[config.mk]
export PLATFORM = sky130hd
export DESIGN_NAME = mem_arbiter
export DESIGN_NICKNAME = d
export VERILOG_FILES = /design/src/rtl/lc3b_types.sv /design/src/rtl/arb_priority_sel.sv /design/src/rtl/mem_arbiter.sv
export SDC_FILE = /design/constraint.sdc
export NUM_CORES = 1
export LEC_CHECK = 0
export ABC_AREA = 1
export CAP_MARGIN = 20
export CORE_AREA = 2 2 270 272
export CTS_CLUSTER_DIAMETER = 30
export DETAILED_ROUTE_END_ITERATION = 10
export DIE_AREA = 0 0 272 274
export MAX_ROUTING_LAYER = met4
export SETUP_SLACK_MARGIN = 0.4
export SYNTH_ARGS = -nofsm -noshare
export SYNTH_HDL_FRONTEND = slang
export SYNTH_SLANG_ARGS = --single-unit
export TNS_END_PERCENT = 30
[constraint.sdc]
create_clock -name clk -period 2.29 [get_ports clk]
set_input_delay 0.229 -clock clk [delete_from_list [all_inputs] [get_ports clk]]
set_output_delay 0.229 -clock clk [all_outputs]
set_load 0.02 [all_outputs]
[src/rtl/lc3b_types.sv]
// Shared LC-3b types for the memory arbiter: FSM state and grant encodings.
package lc3b_types;

   typedef enum logic [1:0] {
      IDLE,
      BUSY_I,
      BUSY_D
   } arb_state_t;

   typedef enum logic {
      GNT_I,
      GNT_D
   } arb_gnt_t;

endpackage

[src/rtl/arb_priority_sel.sv]
// Combinational winner pick between the I-side and D-side requesters.
// ARB_ROUND_ROBIN_EN selects alternating tie-break; otherwise D always wins ties.
module arb_priority_sel
   import lc3b_types::*;
(
   input  logic     i_req,
   input  logic     d_req,
`ifdef ARB_ROUND_ROBIN_EN
   input  arb_gnt_t last_grant,
`endif
   output arb_gnt_t gnt,
   output logic     valid
);

   always_comb begin
      valid = i_req | d_req;
      gnt   = GNT_D;
      if (i_req && !d_req) begin
         gnt = GNT_I;
      end
`ifdef ARB_ROUND_ROBIN_EN
      // On a tie, hand the port to whichever side did not have it last.
      else if (i_req && d_req && last_grant == GNT_D) begin
         gnt = GNT_I;
      end
`endif
   end

endmodule

[src/rtl/mem_arbiter.sv]
// Single-outstanding arbiter sharing one physical-memory port between I and D caches.
// Optional ARB_ROUND_ROBIN_EN: round-robin tie-break instead of fixed D priority.
module mem_arbiter
   import lc3b_types::*;
#(
   parameter int ADDR_W = 16,
   parameter int LINE_W = 128
) (
   input  logic              clk,
   input  logic              rst_n,
   input  logic              i_read,
   input  logic [ADDR_W-1:0] i_address,
   output logic [LINE_W-1:0] i_rdata,
   output logic              i_resp,
   input  logic              d_read,
   input  logic              d_write,
   input  logic [ADDR_W-1:0] d_address,
   input  logic [LINE_W-1:0] d_wdata,
   output logic [LINE_W-1:0] d_rdata,
   output logic              d_resp,
   output logic              pmem_read,
   output logic              pmem_write,
   output logic [ADDR_W-1:0] pmem_address,
   output logic [LINE_W-1:0] pmem_wdata,
   input  logic [LINE_W-1:0] pmem_rdata,
   input  logic              pmem_resp
);

   arb_state_t state, state_next;
   arb_gnt_t   gnt;
   logic       gnt_valid;
   logic       d_req;
   logic       launch;

   assign d_req = d_read | d_write;

`ifdef ARB_ROUND_ROBIN_EN
   arb_gnt_t last_grant;

   always_ff @(posedge clk or negedge rst_n) begin
      if (!rst_n) begin
         last_grant <= GNT_I;
      end else if (launch) begin
         last_grant <= gnt;
      end
   end
`endif

   arb_priority_sel u_sel (
      .i_req      (i_read),
      .d_req      (d_req),
`ifdef ARB_ROUND_ROBIN_EN
      .last_grant (last_grant),
`endif
      .gnt        (gnt),
      .valid      (gnt_valid)
   );

   always_ff @(posedge clk or negedge rst_n) begin
      if (!rst_n) begin
         state <= IDLE;
      end else begin
         state <= state_next;
      end
   end

   // Completion is forwarded in the same cycle memory signals it.
   always_comb begin
      state_next = state;
      launch     = 1'b0;
      i_resp     = 1'b0;
      d_resp     = 1'b0;
      case (state)
         IDLE: begin
            if (gnt_valid) begin
               launch     = 1'b1;
               state_next = (gnt == GNT_I) ? BUSY_I : BUSY_D;
            end
         end
         BUSY_I: begin
            if (pmem_resp) begin
               i_resp     = 1'b1;
               state_next = IDLE;
            end
         end
         BUSY_D: begin
            if (pmem_resp) begin
               d_resp     = 1'b1;
               state_next = IDLE;
            end
         end
         default: state_next = IDLE;
      endcase
   end

   // A D-side request with both strobes high is a write; d_read is ignored.
   always_ff @(posedge clk or negedge rst_n) begin
      if (!rst_n) begin
         pmem_read    <= 1'b0;
         pmem_write   <= 1'b0;
         pmem_address <= '0;
         pmem_wdata   <= '0;
      end else if (launch) begin
         if (gnt == GNT_I) begin
            pmem_read    <= 1'b1;
            pmem_write   <= 1'b0;
            pmem_address <= i_address;
         end else begin
            pmem_read    <= ~d_write;
            pmem_write   <= d_write;
            pmem_address <= d_address;
            pmem_wdata   <= d_wdata;
         end
      end else if (i_resp || d_resp) begin
         pmem_read  <= 1'b0;
         pmem_write <= 1'b0;
      end
   end

   assign i_rdata = pmem_rdata;
   assign d_rdata = pmem_rdata;

endmodule

==> reports/results.ini, run 1 <==
[routing]
drt_iter0_markers = 248
vias = 6368
viasPerCell = 3.202
first_pass_iters = 6
drc = 0
wl_met1_mm = 11.63
drt-total-wl_mm = 30.56
wl_met2_mm = 13.15
wl_per_cell_um = 15.37
antenna_left = 0
met3_wirelength_mm = 4.206
top_layer = met4

[cts]
cts_made_buffers = 17
clk_pin_slew_ps = 80
clock_path_buffers = 2
clkLatencyLatePin_ps = 470
cts_tree = done
root_buffer = clkbuf_16
clock_sinks = 148
h-tree-depth = 4

[sta]
fin_crit_ps = 1785
worst_pin_slew_ps = 590.3
fin_skew_ps = 14.65
tns_ps = 0
slew_violations = 0
grt_setup_unrepaired = yes
finalCritPeriodShare_pct = 77.96
fmax_ghz = 0.5601
maxSlewHeadroom_pct = 60.65
setup_slack_ps = 504.7
hold_viol = 0
setup_violations = 0

[floorplan]
ioPinCount = 698
dieArea_um2 = 74530
die_x_um = 272
die_h_um = 274
initial_core_util_pct = 11.27
core_um2 = 71970
rows = 99

[worst_setup_path]
endpoint_kind = output pin
path_max_fanout = 3
cp.required_ps = 2060
crit_path_start_kind = register
cp.arrival_ps = 1560
r2r_setup_slack_ps = 720
path_class = register to output pin

[yosys]
syn_avg_cell_area_um2 = 8.368
synth_area_leader_cell = dfrtp_1
netlist_top_cells_count = nand2_1, buf_4, dfrtp_1, nand3_1, buf_2
synth_cell_types = 17
yosysTopAreaCellShare_pct = 45.67
synth_edf_count = 0
dominantRegCellSynth = dfrtp_1
synth_area_um2 = 8109
synth-seq-cells = 148
synth.area.top_cells = dfrtp_1, buf_4, nand2_1, nand3_1, buf_2
seq_area_frac_synth_pct = 45.67
async_reset_ff_share_pct = 100.0
yosysMostFrequentCell = nand2_1
yosys_warnings = 0
syn-num-nets = 1266
synth_cells = 969

[placement]
hpwl_mm = 22.69
place_area_um2 = 10510
gp_congestion = 0.7951
port_buffers = 313
dp_slack_ps = 445.5

[power]
power.leakage_nw = 4.929
seqPwrFrac_pct = 31.4
clkPwrFrac_pct = 18.8
p_sw_w = 0.006275
combPwrFrac_pct = 49.9
power_density_nw_per_um2 = 1346
intPower_w = 0.008617
peakVddDrop_uv = 662.6
p_sw_share_pct = 42.13

[global_routing]
grt_pass1_wl_mm = 43.36
overflow = 0
antenna_found_initial = 3
grt_usage_pct = 8.419
grt_pass1_vias = 6325
grt_max_degree = 79

[final_layout]
fin_area_um2 = 11060
final_nets = 1315
drive_gt1_share_pct = 6.220
area_delta_synth_final_pct = 36.41
fill_cells = 8126

[job]
maxCapViolations = 0

[run_status]
status = completed

[hold_path]
hold_path.class = primary input to register

## per-stage QoR
stage	cells	hold WS [ps]	power [W]	utilization, %
global placement	1957	267.8	0.01223	14.61
global route	1989	279.1	0.01603	15.37
CTS	1988	247.8	0.01527	15.37
detailed placement	1957	263.3	0.01228	14.61
finish	1989	312.5	0.01489	15.37
floorplan	969	-66.59	0.008978	-
## state kept, by name, indices dropped and copies added, names as in the netlist
| signal | flops |
|---|---|
| pmem_address | 16 |
| pmem_read | 1 |
| pmem_wdata | 128 |
| pmem_write | 1 |
| state | 2 |
## critical path, cell delays in order (launching register included)
cell	delay [ps]
dfrtp_1	410
inv_2	90
ha_2	180
nand2_1	80
inv_1	60
clkdlybuf4s15_2	250
## cell families (layout without fill, tap and decap cells)
group	Yosys count	in the layout	synth area share, %
simple gates	502	502	25.86
buf+inv	315	375	27.94
flops	148	148	45.67
fa+ha+maj	3	3	0.4629
compound gates	1	1	0.06166
other cells	0	1	0
## placed cells by master (no fill, tap or decap), types with 2 or more instances in the layout
cell type and count:
clkdlybuf4s50_1 309, nand2_4 3, clkbuf_16 17, inv_1 5, dfrtp_1 148, buf_4 13
inv_6 2, buf_12 9, clkbuf_1 2, inv_4 2, inv_2 2, nand2_1 348
clkinv_2 2, clkinvlp_4 4, clkinv_4 2, nand3_1 148
## cell type report
class,instances,area [µm²],area share [%]
antenna,1,2.502,0.02262
clock buffer,19,432.9,3.914
clock inverter,11,105.1,0.9501
inverter,9,38.79,0.3506
multi-input combinational,506,2162,19.55
sequential,148,3704,33.48
tap,959,1200,10.85
timing repair buffer,336,3417,30.89
## power groups by stage
| stage | sequential, W | combinational, W | clock, W |
|---|---|---|---|
| 5_1_grt | 0.00484 | 0.00810 | 0.00309 |
| 3_5_place_dp | 0.00471 | 0.00757 | 0 |
| 2_1_floorplan | 0.00615 | 0.00283 | 0 |
| 4_1_cts | 0.00470 | 0.00757 | 0.00300 |
| 6_report | 0.00467 | 0.00743 | 0.00279 |
| 3_3_place_gp | 0.00471 | 0.00753 | 0 |
## routing by layer
layer,track usage (%),up-vias
met5,-,-
met2,11.84,533
met3,5.149,104
li1,-,2878
met1,8.707,2853
met4,5.668,0
## what timing repair did
item,4_1_cts,5_1_grt
pin swaps,0,0
hold buffers,1,0
endpoints found under the hold margin,44,0
setup buffers,0,0
resized for setup,6,3
setup endpoints to repair,3,3
## path summary, 6_finish.rpt
path | startpoint | endpoint | cells past startpoint
setup / recovery | state[0] | d_resp | 5
hold / removal | d_wdata[107] | pmem_wdata[107] | 3
setup reg to reg | state[1] | pmem_wdata[82] | 6
hold reg to reg | pmem_wdata[2] | pmem_wdata[2] | 2
max in group asynchronous | rst_n | pmem_address[8] | 3
min in group asynchronous | rst_n | pmem_wdata[95] | 2
Note: power is estimated with default switching activity, not from simulation.
==> inputs of run 2 (changes only) <==
CORE_AREA = 2 2 272 274   (was 2 2 270 272)
DIE_AREA = 0 0 274 276   (was 0 0 272 274)
clock period = 1.6 ns   (was 2.29 ns; I/O delays follow)
==> run 2 against run 1 <==
Against the previous run:
- via count grew 4.5%
- routed wire length grew 2.8%
- critical path depth grew 3
- worst hold slack lost 110 ps
- setup slack lost 450 ps
==> reports/results.ini, run 2 (synthesized netlist as in run 1, its figures left out) <==
[sta]
finalCritPeriodShare_pct = 96.85
fin_skew_ps = 26.12  ; +11.48 ps
setup_slack_ps = 50.46  ; -454.3 ps
hold_viol = 0  ; unchanged
worst_pin_slew_ps = 556.5  ; -33.80 ps
fmax_ghz = 0.6454
setup_violations = 0  ; unchanged
maxSlewHeadroom_pct = 62.51  ; +1.9 points
fin_crit_ps = 1550
grt_setup_unrepaired = yes
tns_ps = 0  ; unchanged
slew_violations = 0  ; unchanged

[worst_setup_path]
rr_worst_depth = 8  ; +2
r2r_setup_slack_ps = 50  ; -670 ps
crit_path_top_delay_cell = dfrtp_1
path_max_fanout = 14  ; +11
path_class = register to register
endpoint_kind = register
crit_path_start_kind = register
slowest_delay_ps = 430  ; +20 ps
critPathMostFrequentCell = buf_12
cp.arrival_ps = 1910  ; +350 ps
crit_chain = inv_2 -> buf_6 -> ha_4 -> buf_12 -> nand2_8 -> buf_12 -> nand3_2 -> nand2_1
r2r-start = state[1]
reg2reg_to = pmem_write
cp.required_ps = 1960  ; -100 ps
critPathTopFamily = buffers and inverters
critPathBufInv = 4  ; +1

[final_layout]
area_delta_synth_final_pct = 58.29
multi_input_area_um2 = 3063  ; +42%
seqCellArea_um2 = 3706  ; about the same
fill_cells = 8125  ; -0.012%
final_cells = 2043  ; +2.7%
layout_commonest_cell = nand2_1
layout_common_cells = nand2_1, clkdlybuf4s50_1, dfrtp_1, buf_6, nand2_2
drive_gt1_share_pct = 43.11  ; +37 points
top_regs = pmem_wdata x128, pmem_address x16, state x2
largest_register_ffs = 128  ; unchanged
final_nets = 1365  ; +3.8%
top_register = pmem_wdata

[global_routing]
grt_pass1_wl_mm = 43.98  ; +1.4%
grt_pass1_vias = 6757  ; +6.8%
grt_usage_pct = 8.326  ; -0.094 points
antenna_found_initial = 4  ; +1
grt_max_degree = 56  ; -29%
overflow = 0  ; unchanged

[floorplan]
core_um2 = 72590  ; +0.86%
die_x_um = 274  ; +0.74%
initial_core_util_pct = 11.17  ; -0.096 points
rows = 99  ; unchanged
dieArea_um2 = 75620  ; +1.5%
ioPinCount = 698  ; unchanged
die_h_um = 276  ; +0.73%

[job]
maxCapViolations = 0  ; unchanged

[placement]
dp_slack_ps = 16.79  ; -428.8 ps
dp.cells = 1980  ; +1.2%
port_buffers = 313  ; unchanged
hpwl_mm = 23.47  ; +3.4%
gp_congestion = 0.7593  ; -4.5%

[routing]
viasPerCell = 3.257  ; +1.7%
drt-total-wl_mm = 31.42  ; +2.8%
first_pass_iters = 4  ; -2
wl_per_cell_um = 15.38  ; about the same
drc = 0  ; unchanged
vias = 6654  ; +4.5%
antenna_left = 0  ; unchanged
drt_iter0_markers = 252  ; +1.6%

[power]
power_density_nw_per_um2 = 1994  ; +48%
power.leakage_nw = 5.958  ; +21%
finalPower_w = 0.02559  ; +72%
peakVddDrop_uv = 1054  ; +59%

[cts]
root_buffer = clkbuf_16
clkLatencyLatePin_ps = 480  ; about the same
clk_pin_slew_ps = 70  ; about the same
cts_made_buffers = 17  ; unchanged
h-tree-depth = 4  ; unchanged
cts_tree = done
clock_sinks = 148  ; unchanged
clock_path_buffers = 2  ; unchanged

[hold_path]
hold_path.class = primary input to asynchronous set/reset pin

[run_status]
status = completed

[run 2: worst max path at each step]
stage / slack (ps) / start / cells after the start / to
2_1_floorplan: 340 / state[1] / 8 / pmem_wdata[0]
3_3_place_gp: -10 / pmem_resp / 4 / d_resp
3_5_place_dp: 20 / pmem_resp / 4 / d_resp
4_1_cts: -10 / state[0] / 5 / i_resp
5_1_grt: -20 / state[1] / 5 / i_resp
6_report: 50 / state[1] / 8 / pmem_write
[run 2: what timing repair did]
action / 4_1_cts / 5_1_grt
hold endpoints to repair: 110 / 0
gates cloned: 0 / 2
hold buffers: 1 / 0
pin swaps: 174 / 59
gates resized for setup: 781 / 365
endpoints found under the setup margin: 296 / 296
buffers inserted: 24 / 1
[run 2: stage by stage]
stage / hold WS [ps] / util (%) / cell area (µm²)
2_1_floorplan: -135.6 / - / 8194
3_3_place_gp: 142.2 / 14.81 / 10750
3_5_place_dp: 143.2 / 14.81 / 10750
4_1_cts: 157.3 / 16.87 / 12240
5_1_grt: 191.8 / 17.68 / 12840
6_report: 202.6 / 17.68 / 12840
[run 2: area by class of cell]
class	count	area share [%]
diodes	3	0.05849
clock buffers	18	3.421
clock inverters	14	1.482
inverters	9	0.3412
multi-input cells	506	23.86
flip-flops and latches	148	28.87
well taps	959	9.348
repair buffers	386	32.62
[run 2: metal layers]
metal	share of wire, %	GRT usage [%]
met1	38	8.538
met2	44	11.56
met3	14	5.489
met4	4.8	5.351
met5	0	-
[run 2: where the power goes]
group | leakage [nW] | internal, W | switching [W]
clock | 0.305 | 0.00255 | 0.00196
combinational | 3.84 | 0.00658 | 0.00715
sequential | 1.81 | 0.00559 | 0.00175
==> inputs of run 3 (changes only) <==
CORE_AREA = 2 2 271 273   (was 2 2 272 274)
DIE_AREA = 0 0 273 275   (was 0 0 274 276)
SYNTH_HIERARCHICAL = 1   (was not set)
==> run 3 against run 2 <==
Against the previous run:
- sequential cell count unchanged
- sequential power fell by 5.2%
- register-to-register slack hardly changed
- power down 4.3%
- setup slack got worse by 22 ps
- sequential share of layout area increased by 1.4 points
- cell count about the same
- clock skew down 15 ps
- first-iteration DRC count shrank 13%
- fmax fell by 1.4%
- critical path type is now register to output pin
==> reports/results.ini, run 3 <==
[final_layout]
largest_register_ffs = 128  ; unchanged
layout_commonest_cell = nand2_1
seqCellArea_um2 = 3706  ; unchanged
top_regs = pmem_wdata x128, pmem_address x16, state x2
drive_gt1_share_pct = 29.14  ; -14 points
final_cells = 2042  ; -0.049%
area_delta_synth_final_pct = 51.88
layout_common_cells = nand2_1, clkdlybuf4s50_1, buf_6, dfrtp_1, o21ai_0
multi_input_area_um2 = 2341  ; -24%
final_nets = 1365  ; unchanged
fill_cells = 8156  ; +0.38%
top_register = pmem_wdata

[worst_setup_path]
path_class = register to output pin
path_max_fanout = 2  ; -12
cp.arrival_ps = 1410  ; -500 ps
cp.required_ps = 1440  ; -520 ps
endpoint_kind = output pin
crit_path_start_kind = register

[yosys]
synth.area.top_cells = dfrtp_1, buf_4, nand2_1, o21ai_0, buf_6
synth_cells = 969  ; unchanged
dominantRegCellSynth = dfrtp_1
yosysTopAreaCellShare_pct = 45.96  ; +0.29 points
seq_area_frac_synth_pct = 45.96  ; +0.29 points
synth_edf_count = 0  ; unchanged
yosys_warnings = 6  ; +6
synth_area_leader_cell = dfrtp_1
netlist_top_cells_count = nand2_1, buf_4, dfrtp_1, o21ai_0, clkbuf_1
async_reset_ff_share_pct = 100.0  ; unchanged
synth_cell_types = 16  ; -1
syn-num-nets = 1266  ; unchanged
syn_avg_cell_area_um2 = 8.316  ; -0.63%
synth-seq-cells = 148  ; unchanged
synth_area_um2 = 8058  ; -0.63%
yosysMostFrequentCell = nand2_1

[routing]
vias = 6529  ; -1.9%
drt-total-wl_mm = 32.77  ; +4.3%
wl_per_cell_um = 16.05  ; +4.4%
drc = 0  ; unchanged
viasPerCell = 3.197  ; -1.8%
antenna_left = 0  ; unchanged
first_pass_iters = 4  ; unchanged
drt_iter0_markers = 220  ; -13%

[cts]
clk_pin_slew_ps = 80  ; about the same
root_buffer = clkbuf_16
clock_path_buffers = 2  ; unchanged
cts_tree = done
clkLatencyLatePin_ps = 480  ; about the same
h-tree-depth = 4  ; unchanged
clock_sinks = 148  ; unchanged
cts_made_buffers = 17  ; unchanged

[power]
finalPower_w = 0.02449  ; -4.3%
power.leakage_nw = 5.652  ; -5.1%
power_density_nw_per_um2 = 2001  ; +0.36%
peakVddDrop_uv = 974.7  ; -7.5%

[global_routing]
grt_usage_pct = 8.482  ; +0.16 points
grt_max_degree = 61  ; +8.9%
grt_pass1_wl_mm = 43.64  ; -0.77%
overflow = 0  ; unchanged
antenna_found_initial = 2  ; -2
grt_pass1_vias = 6501  ; -3.8%

[sta]
finalCritPeriodShare_pct = 98.22  ; +1.4 points
hold_viol = 0  ; unchanged
fmax_ghz = 0.6363  ; -1.4%
setup_violations = 0  ; unchanged
fin_crit_ps = 1571  ; +21.96 ps
worst_pin_slew_ps = 578.7  ; +22.22 ps
slew_violations = 0  ; unchanged
maxSlewHeadroom_pct = 61.42  ; -1.1 points
grt_setup_unrepaired = yes
fin_skew_ps = 11.41  ; -14.71 ps

[job]
maxCapViolations = 0  ; unchanged

[floorplan]
rows = 99  ; unchanged
die_x_um = 273  ; -0.36%
ioPinCount = 698  ; unchanged
dieArea_um2 = 75080  ; -0.73%
die_h_um = 275  ; -0.36%
initial_core_util_pct = 11.14  ; -0.033 points
core_um2 = 72340  ; -0.34%

[hold_path]
hold_path.class = primary input to register

[placement]
hpwl_mm = 22.27  ; -5.1%
port_buffers = 313  ; unchanged
gp_congestion = 0.7485  ; -1.4%
dp.cells = 1984  ; +0.20%

[run_status]
status = completed

==> run 3: layout make-up <==
cell class                      count  area share (%)
Antenna cell                        2         0.04090
Inverter                           10          0.3578
Timing Repair Buffer              385           35.08
Clock inverter                     13           1.605
Multi-Input combinational cell    506           19.13
Tap cell                          959           9.805
Clock buffer                       19           3.701
Sequential cell                   148           30.28
==> run 3: path summary, 6_finish.rpt <==
kind / cells after the start / slack (ps) / startpoint / end
min in group asynchronous: 2 / 240 / rst_n / pmem_wdata[61]
max in group asynchronous: 3 / 770 / rst_n / pmem_address[15]
hold reg to reg: 2 / 490 / pmem_address[13] / pmem_address[13]
setup reg to reg: 8 / 40 / state[0] / pmem_wdata[79]
hold / removal: 3 / 210 / d_wdata[118] / pmem_wdata[118]
setup / recovery: 6 / 30 / state[0] / d_resp
==> run 3: power breakdown <==
group          internal [W]  leakage [nW]  switching [W]
Clock               0.00272         0.311        0.00190
Combinational       0.00617          3.53        0.00675
Sequential          0.00559          1.81        0.00137
Total                0.0145          5.65         0.0100
==> run 3: per-stage QoR <==
| stage | cell area (µm²) | TNS [ps] | util (%) | hold WS [ps] | setup WS [ps] |
|---|---|---|---|---|---|
| finish | 12240 | 0 | 16.92 | 214.9 | 28.51 |
| detailed placement | 10700 | -45910 | 14.79 | 169.7 | -398.7 |
| CTS | 11820 | -23.85 | 16.34 | 151.5 | -10.27 |
| global route | 12240 | -3645 | 16.92 | 176.0 | -59.01 |
| global placement | 10700 | -43050 | 14.79 | 171.6 | -381.3 |
| floorplan | 8230 | 0 | - | -135.6 | 295.6 |
==> run 3: cells by family (layout without fill, tap and decap cells) <==
kind of cell	Yosys count	count (layout)	share of synthesized area [%]
AO/OA/AOI/OAI	128	128	7.950
adder cells (fa/ha/maj)	3	3	0.4659
buffers and inverters	315	427	27.95
flip-flops	148	148	45.96
other	0	2	0
AND/OR/NAND/NOR	375	375	17.67
==> run 3: per-layer routing <==
layer / routed length [µm] / GRT usage (%)
met5: 0 / -
met4: 1773 / 5.982
met3: 3852 / 5.350
met2: 14330 / 11.80
met1: 12820 / 8.677
==> run 3: timing repair <==
item                       4_1_cts  5_1_grt
gates resized for setup        844      120
hold buffers                     1        0
setup buffers                    8        4
gates cloned                     5        6
pin swaps                        3        4
setup endpoints to repair      296      296
hold endpoints to repair        27        0
==> run 3: worst max-delay path: stages (launching register included) <==
cell	delay (ps)
dfrtp_1	390
inv_2	70
buf_6	120
ha_4	150
nand2_4	60
inv_2	40
buf_6	120
